$ cat config.mk
export PLATFORM = sky130hd
export DESIGN_NAME = mem_wb_stage
export DESIGN_NICKNAME = d
export VERILOG_FILES = /design/src/rtl/mem_wb_stage.sv
export SDC_FILE = /design/constraint.sdc
export NUM_CORES = 1
export LEC_CHECK = 0
export CAP_MARGIN = 20
export CORE_AREA = 2 2 122 124
export DETAILED_ROUTE_END_ITERATION = 10
export DIE_AREA = 0 0 124 126
export PLACE_DENSITY = 0.74
export SLEW_MARGIN = 10
export SYNTH_ARGS = -nofsm -noshare
export SYNTH_HDL_FRONTEND = slang
export SYNTH_SLANG_ARGS = --single-unit
$ cat constraint.sdc
create_clock -name clk -period 8.5 [get_ports clk]
set_clock_uncertainty 0.1 [all_clocks]
set_input_delay 1.7 -clock clk [delete_from_list [all_inputs] [get_ports clk]]
set_output_delay 1.7 -clock clk [all_outputs]
set_load 0.03 [all_outputs]
$ cat src/rtl/mem_wb_stage.sv
// MEM/WB stage: write-back value selection, sub-word load extraction
// and a two-entry skid buffer with valid/ready handshakes on both sides.
module mem_wb_stage #(
    parameter int DATA_W        = 32,
    parameter int ADDR_W        = 5,
    parameter int SRC_W         = 2,
    parameter int ZERO_SUPPRESS = 1,
    parameter int CNT_W         = 32
) (
    input  logic                            clk,
    input  logic                            reset,
    input  logic                            flush,
    input  logic                            in_valid,
    output logic                            in_ready,
    input  logic [(2**SRC_W)*DATA_W-1:0]    mem_src_data,
    input  logic [SRC_W-1:0]                mem_src_sel,
    input  logic [1:0]                      mem_load_size,
    input  logic                            mem_load_signed,
    input  logic [$clog2(DATA_W/8)-1:0]     mem_addr_lo,
    input  logic                            mem_GPR_we,
    input  logic [ADDR_W-1:0]               mem_GPR_waddr,
    input  logic                            out_ready,
    output logic                            wb_valid,
    output logic                            wb_GPR_we,
    output logic [ADDR_W-1:0]               wb_GPR_waddr,
    output logic [DATA_W-1:0]               wb_GPR_wdata,
    output logic [CNT_W-1:0]                retire_count
);

    localparam int NSRC  = 2**SRC_W;
    localparam int OFF_W = $clog2(DATA_W/8);

    typedef struct packed {
        logic              we;
        logic [ADDR_W-1:0] waddr;
        logic [DATA_W-1:0] wdata;
    } entry_t;

    typedef enum logic [1:0] {
        EMPTY,
        ONE,
        TWO
    } state_t;

    state_t state, nxt;
    entry_t main_q, skid_q, new_e;

    logic [DATA_W-1:0] dmem, sel_word, wdata_new;
    logic [DATA_W-1:0] byte_ext, half_ext;
    logic [7:0]        byte_v;
    logic [15:0]       half_v;
    logic [OFF_W-1:0]  half_off;
    logic              zero_dst;
    logic              accept, deliver;
    logic              load_main, load_skid, main_from_skid;

    assign dmem     = mem_src_data[DATA_W-1:0];
    assign half_off = mem_addr_lo & ~OFF_W'(1);
    assign byte_v   = dmem[{mem_addr_lo, 3'b000} +: 8];
    assign half_v   = dmem[{half_off, 3'b000} +: 16];
    assign byte_ext = {{(DATA_W-8){mem_load_signed & byte_v[7]}}, byte_v};
    assign half_ext = {{(DATA_W-16){mem_load_signed & half_v[15]}}, half_v};

    always_comb begin
        sel_word = '0;
        for (int i = 0; i < NSRC; i++) begin
            if (mem_src_sel == SRC_W'(i)) begin
                sel_word = mem_src_data[i*DATA_W +: DATA_W];
            end
        end
    end

    // Load size only matters for the DMEM source.
    always_comb begin
        wdata_new = sel_word;
        if (mem_src_sel == '0) begin
            if (mem_load_size[1]) begin
                wdata_new = dmem;
            end else if (mem_load_size[0]) begin
                wdata_new = half_ext;
            end else begin
                wdata_new = byte_ext;
            end
        end
    end

    assign zero_dst    = (ZERO_SUPPRESS != 0) && (mem_GPR_waddr == '0);
    assign new_e.we    = mem_GPR_we & ~zero_dst;
    assign new_e.waddr = mem_GPR_waddr;
    assign new_e.wdata = wdata_new;

    assign wb_valid     = (state != EMPTY);
    assign wb_GPR_we    = wb_valid & main_q.we;
    assign wb_GPR_waddr = main_q.waddr;
    assign wb_GPR_wdata = main_q.wdata;

    assign accept  = in_valid & in_ready;
    assign deliver = wb_valid & out_ready;

    always_comb begin
        nxt            = state;
        load_main      = 1'b0;
        load_skid      = 1'b0;
        main_from_skid = 1'b0;
        if (flush) begin
            nxt = EMPTY;
        end else begin
            unique case (state)
                EMPTY: begin
                    if (accept) begin
                        load_main = 1'b1;
                        nxt       = ONE;
                    end
                end
                ONE: begin
                    if (accept && deliver) begin
                        load_main = 1'b1;
                    end else if (accept) begin
                        load_skid = 1'b1;
                        nxt       = TWO;
                    end else if (deliver) begin
                        nxt = EMPTY;
                    end
                end
                TWO: begin
                    if (deliver) begin
                        main_from_skid = 1'b1;
                        nxt            = ONE;
                    end
                end
                default: nxt = EMPTY;
            endcase
        end
    end

    always_ff @(posedge clk or posedge reset) begin
        if (reset) begin
            state        <= EMPTY;
            main_q       <= '0;
            skid_q       <= '0;
            in_ready     <= 1'b0;
            retire_count <= '0;
        end else begin
            state    <= nxt;
            in_ready <= (nxt != TWO);
            if (load_main) begin
                main_q <= new_e;
            end else if (main_from_skid) begin
                main_q <= skid_q;
            end
            if (load_skid) begin
                skid_q <= new_e;
            end
            // A beat delivered in a flush cycle was already consumed.
            if (deliver && main_q.we) begin
                retire_count <= retire_count + CNT_W'(1);
            end
        end
    end

endmodule

==> results of run 1 <==
## registers in the layout, indices dropped and copies added, names as in the netlist
register and flops:
state 2, retire_count 32, skid_q 38, main_q 1, wb_GPR_waddr 5, wb_GPR_wdata 32
in_ready 1
## critical path: cells and delay by family
family	cells	cell delay, ns
compound gates	3	1.70
buf+inv	1	0.94
## area by class of cell
cell class	instances	area share, %
Clock buffer	10	2.68
Clock inverter	4	0.278
Inverter	12	0.556
Multi-Input combinational cell	467	35.5
Sequential cell	111	32.5
Tap cell	184	2.69
Timing Repair Buffer	223	25.9
## routing by layer
metal	GRT usage, %	vias to the layer above
met4	9.39	0
li1	-	2657
met1	30.0	2658
met5	0	-
met2	39.0	267
met3	5.12	43
## power by group through the flow
stage               Combinational [mW]  Clock (mW)  Sequential (mW)
global placement                 0.462           0            0.695
global route                     0.511       0.409            0.706
CTS                              0.474       0.383            0.692
finish                           0.471       0.380            0.693
detailed placement               0.472           0            0.701
floorplan                        0.306           0            0.694
## cell families (layout without fill, tap and decap cells)
group | after synthesis | after routing | synth area share [%]
AO/OA/AOI/OAI | 185 | 185 | 19.1
XOR/XNOR | 32 | 32 | 4.44
adder cells (fa/ha/maj) | 1 | 1 | 0.198
buffers and inverters | 91 | 249 | 8.26
flip-flops | 111 | 111 | 44.0
multiplexers | 48 | 48 | 7.98
AND/OR/NAND/NOR | 201 | 201 | 16.1
## path summary, 6_finish.rpt
kind                                                end  slack (ns)  cells past startpoint
setup / recovery           wb_GPR_wdata[20]$_DFFE_PP0P_        4.31                      4
hold / removal             retire_count[31]$_DFFE_PP0P_        0.37                      1
setup reg to reg           wb_GPR_wdata[19]$_DFFE_PP0P_        5.73                      5
hold reg to reg            retire_count[31]$_DFFE_PP0P_        0.37                      1
max in group asynchronous        skid_q[17]$_DFFE_PP0P_        5.38                      3
min in group asynchronous  retire_count[30]$_DFFE_PP0P_        1.68                      2
## metrics by stage
step / cell area [sq um] / setup slack, ns / utilization [%] / cells / hold slack, ns
final: 8550 / 4.31 / 59.8 / 1011 / 0.372
after global routing: 8550 / 4.05 / 59.8 / 1011 / 0.389
after CTS: 8550 / 4.33 / 59.8 / 1011 / 0.377
after detailed placement: 8300 / 3.97 / 58.0 / 997 / 0.367
after global placement: 8300 / 4.09 / 58.0 / 997 / 0.361
after floorplan: 6320 / 3.77 / - / 669 / 0.347
## Yosys cell counts (14+ instances only)
| library cell | count | area (sq um) |
|---|---|---|
| o221ai_1 | 14 | 123 |
| mux2i_1 | 32 | 320 |
| xnor2_1 | 25 | 219 |
| a22oi_1 | 32 | 240 |
| clkbuf_1 | 24 | 90.1 |
| buf_4 | 37 | 278 |
| a211oi_1 | 16 | 120 |
| nand2_1 | 81 | 304 |
| dfrtp_1 | 111 | 2780 |
| buf_2 | 14 | 70.1 |
| and2_1 | 17 | 106 |
| nor2b_1 | 22 | 138 |
| o21ai_0 | 56 | 280 |
| a21oi_1 | 33 | 165 |
| nor2_1 | 27 | 101 |
| mux2_2 | 15 | 169 |
## cells in the final DEF, fill, tap and decap left out, types with 15 or more instances in the layout
cell type | synthesis | routed
clkdlybuf4s50_1 | 0 | 216
dfrtp_1 | 111 | 111
a22oi_1 | 32 | 32
nor2b_1 | 22 | 22
and2_1 | 17 | 17
o21ai_0 | 56 | 56
mux2_2 | 15 | 15
nor2_1 | 27 | 26
a211oi_1 | 16 | 16
a21oi_1 | 33 | 33
xnor2_1 | 25 | 25
mux2i_1 | 32 | 32
nand2_1 | 81 | 80
==> impl_metrics.py, run 1 <==
metrics = {
    "status": {
        "status": "completed",
    },
    "setup_path": {
        "cp_slowest_stage_delay_ns": 1.16,
        "crit_chain": "clkdlybuf4s50_1 > o41ai_4 > o221ai_1 > a21oi_1",
        "start_kind": "input pin",
        "worst-endpoint-required_ns": 8.66,
        "rr_startpoint": "state[1]$_DFF_PP0_",
        "timing.critical_path.slowest_stage_cell": "o41ai_4",
        "cp-end-kind": "flop",
        "critical_path.startpoint": "mem_load_size[1]",
        "worst-endpoint-arrival_ns": 4.35,
        "setup.worst_path.class": "input pin to flop",
        "critPathMaxFanout": 32,
    },
    "route": {
        "drt-wirelength-per-cell_um": 18.1,
        "wirelength_mm": 18.3,
        "dr.pass1.iters": 6,
        "vias": 5625,
        "route.met2.wl_mm": 8.88,
        "ant_nets": 0,
        "drtIter0Drc": 366,
        "drc": 0,
        "detail_route_met3_wl_mm": 1.49,
        "viasPerCell": 5.56,
        "top_signal_layer_used": "met4",
        "wl_met1_mm": 7.33,
    },
    "pwr": {
        "intPower_mw": 1.05,
        "total_leakage_power_nw": 3.59,
        "power.combinational.fraction_pct": 30.5,
        "report.power.total_mw": 1.54,
        "power_density_mw_per_mm2": 180,
        "power.switching_fraction_pct": 32.2,
        "power_frac_seq_pct": 44.9,
        "net-switching-power_uw": 497,
        "clock_power_share_pct": 24.6,
        "irDropWorstVdd_mv": 0.0946,
    },
    "clock_network": {
        "tritoncts": "yes",
        "cts.root.buffer_cell": "clkbuf_16",
        "htree_levels": 3,
        "postCtsResizedCells": 0,
        "clock_path_buffers": 2,
        "clk_pin_slew_ns": 0.07,
        "cts_inserted_buffers": 9,
        "ctsHoldBuffers": 0,
        "cts_post_setup_buffers_inserted": 0,
        "cts.sinks": 111,
        "insertion_delay_ns": 0.34,
    },
    "sta": {
        "unrepaired_setup_endpoints_after_global_routing": "no",
        "drv_slew": 0,
        "final_hold_viol_count": 0,
        "fin_crit_sh_pct": 49.3,
        "max_clock_freq_mhz": 239,
        "timing_worst_slew_pin_value_ns": 1.07,
        "timing.final.setup_violations": 0,
        "worst_slew_margin_rel_pct": 28.6,
        "setup_tns_ns": 0,
        "period_needed_ns": 4.19,
    },
    "grt": {
        "first_global_vias": 5636,
        "grt_antenna_before_repair": 0,
        "grt_pass1_wl_mm": 28.5,
        "grt_overflow": 0,
        "grt_max_degree": 72,
        "global_route.usage.total_pct": 23.6,
    },
    "synthesis": {
        "ys_types": 48,
        "synth_flop_cell": "dfrtp_1",
        "synthCells": 669,
        "synth_warnings": 0,
        "synth-edff-count": 0,
        "ys_async_sr_fraction_pct": 100,
        "avg_synthesized_cell_area_sq_um": 9.44,
        "summed_instance_area_of_the_synthesized_netlist_sq_mm": 0.00632,
        "ffs_latches_synth": 111,
        "syn_nets": 816,
        "synth_sequential_area_ratio_pct": 44.0,
    },
    "die": {
        "io-pin-count": 218,
        "die_width_um": 124,
        "die_area_sq_mm": 0.0156,
        "initial_utilization_pct": 44.1,
        "die_h_um": 126,
        "core_area_sq_mm": 0.0143,
        "row_count": 44,
    },
    "placed_design": {
        "place_congestion": 0.895,
        "io_buffer_count": 217,
        "dp_hpwl_mm": 13.7,
    },
    "run": {
        "maxCapViolCount": 0,
    },
    "min_path": {
        "timing.hold.worst.start": "retire_count[31]$_DFFE_PP0P_",
        "worstHoldPathType": "flop to flop",
    },
    "finish": {
        "area_used_by_multi_input_combinational_logic_sq_mm": 0.00303,
        "share_of_cells_above_drive_strength_1_pct": 6.05,
        "fillerInstances": 1279,
        "finish.net_count": 971,
        "antennaDiodeCount": 0,
        "layout-area-overhead-vs-synth_pct": 35.4,
        "ff_latch_area_sq_mm": 0.00278,
    },
}
Note: power is estimated with default switching activity, not from simulation.
==> run 2: changes to the inputs <==
Clock period 8.5 ns to 4.28 ns, I/O delays scaled along.
==> run 2 against run 1 <==
First-iteration DRC count is 12% lower. Sequential share of layout area shrank 0.33 points. Critical endpoint is now wb_GPR_wdata[18]$_DFFE_PP0P_. Clock power grew 110%. Critical path depth rose by 3. Design area increased by 1.0%. Via count rose by 1.1%. Hold slack better by 0.0023 ns. Wire length increased by 1.8%.
==> impl_metrics.py, run 2 (same netlist as run 1, synthesis figures left out) <==
metrics = {
    "status": {
        "status": "completed",
    },
    "finish": {
        "largest_reg_flops": 38,
        "mostFrequentLayoutCell": "clkdlybuf4s50_1",
        "largest_register": "skid_q",
        "antennaDiodeCount": 0,
        "share_of_cells_above_drive_strength_1_pct": 6.95,
        "final_core_util_pct": 60.4,
        "layout-area-overhead-vs-synth_pct": 36.8,
        "layout_common_cells": "clkdlybuf4s50_1 (216), dfrtp_1 (111), nand2_1 (80)",
        "fillerInstances": 1255,
        "finish.net_count": 976,
        "finalNonFillerCells": 1018,
    },
    "clock_network": {
        "cts.root.buffer_cell": "clkbuf_16",
        "cts_inserted_buffers": 9,
        "postCtsResizedCells": 0,
        "clock_path_buffers": 2,
        "clk_pin_slew_ns": 0.07,
        "htree_levels": 3,
        "ctsHoldBuffers": 0,
        "insertion_delay_ns": 0.35,
        "cts_post_setup_buffers_inserted": 0,
        "tritoncts": "yes",
        "cts.sinks": 111,
    },
    "sta": {
        "final_hold_viol_count": 0,
        "unrepaired_setup_endpoints_after_global_routing": "no",
        "setup_tns_ns": 0,
        "timing.final.setup_violations": 0,
        "fin_crit_sh_pct": 71.0,
        "holdWs_ns": 0.374,
        "timing_worst_slew_pin_value_ns": 0.807,
        "worst_slew_margin_rel_pct": 46.2,
        "drv_slew": 0,
        "max_clock_freq_mhz": 329,
        "period_needed_ns": 3.04,
    },
    "route": {
        "detail_route_met3_wl_mm": 1.22,
        "dr.pass1.iters": 5,
        "top_signal_layer_used": "met4",
        "drtIter0Drc": 322,
        "wirelength_mm": 18.6,
        "wl_met1_mm": 7.57,
        "viasPerCell": 5.59,
        "route.met2.wl_mm": 9.26,
        "ant_nets": 0,
        "drc": 0,
        "vias": 5689,
        "drt-wirelength-per-cell_um": 18.3,
    },
    "placed_design": {
        "place_congestion": 0.954,
        "io_buffer_count": 217,
        "dp_cells": 1002,
        "dp_hpwl_mm": 14.3,
    },
    "die": {
        "die_width_um": 124,
        "initial_utilization_pct": 44.1,
        "core_area_sq_mm": 0.0143,
        "row_count": 44,
        "die_h_um": 126,
        "die_area_sq_mm": 0.0156,
        "io-pin-count": 218,
    },
    "grt": {
        "grt_pass1_wl_mm": 28.8,
        "global_route.usage.total_pct": 24.0,
        "first_global_vias": 5669,
        "grt_overflow": 0,
        "grt_max_degree": 65,
        "grt_antenna_before_repair": 0,
    },
    "pwr": {
        "power.combinational.fraction_pct": 30.1,
        "power_frac_seq_pct": 44.0,
        "power_density_mw_per_mm2": 362,
        "clock_power_share_pct": 25.9,
        "total_leakage_power_nw": 3.62,
        "net-switching-power_mw": 1.03,
        "report.power.total_mw": 3.13,
        "power.switching_fraction_pct": 33.0,
        "irDropWorstVdd_mv": 0.225,
        "intPower_mw": 2.10,
    },
    "setup_path": {
        "crit_chain": "clkdlybuf4s50_1 > mux2_2 > nor2_1 > o41ai_4 > buf_4 > o221ai_1 > a21oi_1",
        "critPathMaxFanout": 11,
        "timing.critical_path.slowest_stage_cell": "clkdlybuf4s50_1",
        "setup.worst_path.class": "input pin to flop",
        "worst_path_dominant_cell_family": "buffers and inverters",
        "start_kind": "input pin",
        "cp_slowest_stage_delay_ns": 0.77,
        "cp-end-kind": "flop",
        "worst-endpoint-required_ns": 4.45,
        "timing.critical_path.buf_inv": 2,
        "worst-endpoint-arrival_ns": 3.21,
    },
    "min_path": {
        "worstHoldPathType": "flop to flop",
    },
    "run": {
        "maxCapViolCount": 0,
    },
}
-- run 2: cell count changes in the layout (fill, tap and decap cells not counted) --
cell,previous run,this run
clkinv_8,0,1
clkinvlp_4,0,2
buf_4,6,10
clkinv_2,3,0
clkbuf_1,1,0
clkinv_4,0,2
inv_6,1,2
buf_12,0,1
-- run 2: worst paths after layout --
kind	startpoint	endpoint	slack, ns	cells past startpoint
min reg2reg	retire_count[31]$_DFFE_PP0P_	retire_count[31]$_DFFE_PP0P_	0.37	1
min	retire_count[31]$_DFFE_PP0P_	retire_count[31]$_DFFE_PP0P_	0.37	1
max	mem_addr_lo[1]	wb_GPR_wdata[18]$_DFFE_PP0P_	1.24	7
min in group asynchronous	reset	retire_count[30]$_DFFE_PP0P_	0.83	2
max in group asynchronous	reset	skid_q[11]$_DFFE_PP0P_	2.49	3
max reg2reg	state[1]$_DFF_PP0_	wb_GPR_wdata[16]$_DFFE_PP0P_	2.08	5
-- run 2: layer usage --
metal	global-route usage (%)	up-vias
li1	-	2668
met1	30.2	2722
met2	40.8	261
met3	4.57	38
met4	8.59	0
met5	0	-
-- run 2: metrics by stage --
stage	instance area (sq um)	setup WS, ns
2_1_floorplan	6320	0.393
3_3_place_gp	8350	0.980
3_5_place_dp	8350	0.906
4_1_cts	8640	1.28
5_1_grt	8640	1.16
6_report	8640	1.24
-- run 2: power by group through the flow --
| stage | Clock [mW] | Combinational, mW | Sequential (mW) |
|---|---|---|---|
| global route | 0.875 | 1.02 | 1.40 |
| finish | 0.812 | 0.941 | 1.38 |
| floorplan | 0 | 0.607 | 1.38 |
| detailed placement | 0 | 0.945 | 1.40 |
| global placement | 0 | 0.926 | 1.38 |
| CTS | 0.830 | 0.949 | 1.38 |
-- run 2: area by class of cell --
cell class | instances | area, sq um | share of cell area (%)
multi-input combinational | 467 | 3030 | 35.1
clock inverter | 7 | 66.3 | 0.767
tap | 184 | 230 | 2.66
clock buffer | 9 | 225 | 2.61
sequential | 111 | 2780 | 32.1
timing repair buffer | 228 | 2260 | 26.2
inverter | 12 | 47.5 | 0.550
-- run 2: worst register-to-register path: cells and delay by family, from the launching register on --
kind	cells	cell delay, ns
AOI/OAI and AO/OA	2	0.24
buffers and inverters	1	0.40
DFF	1	0.49
and+or+nand+nor	2	0.88
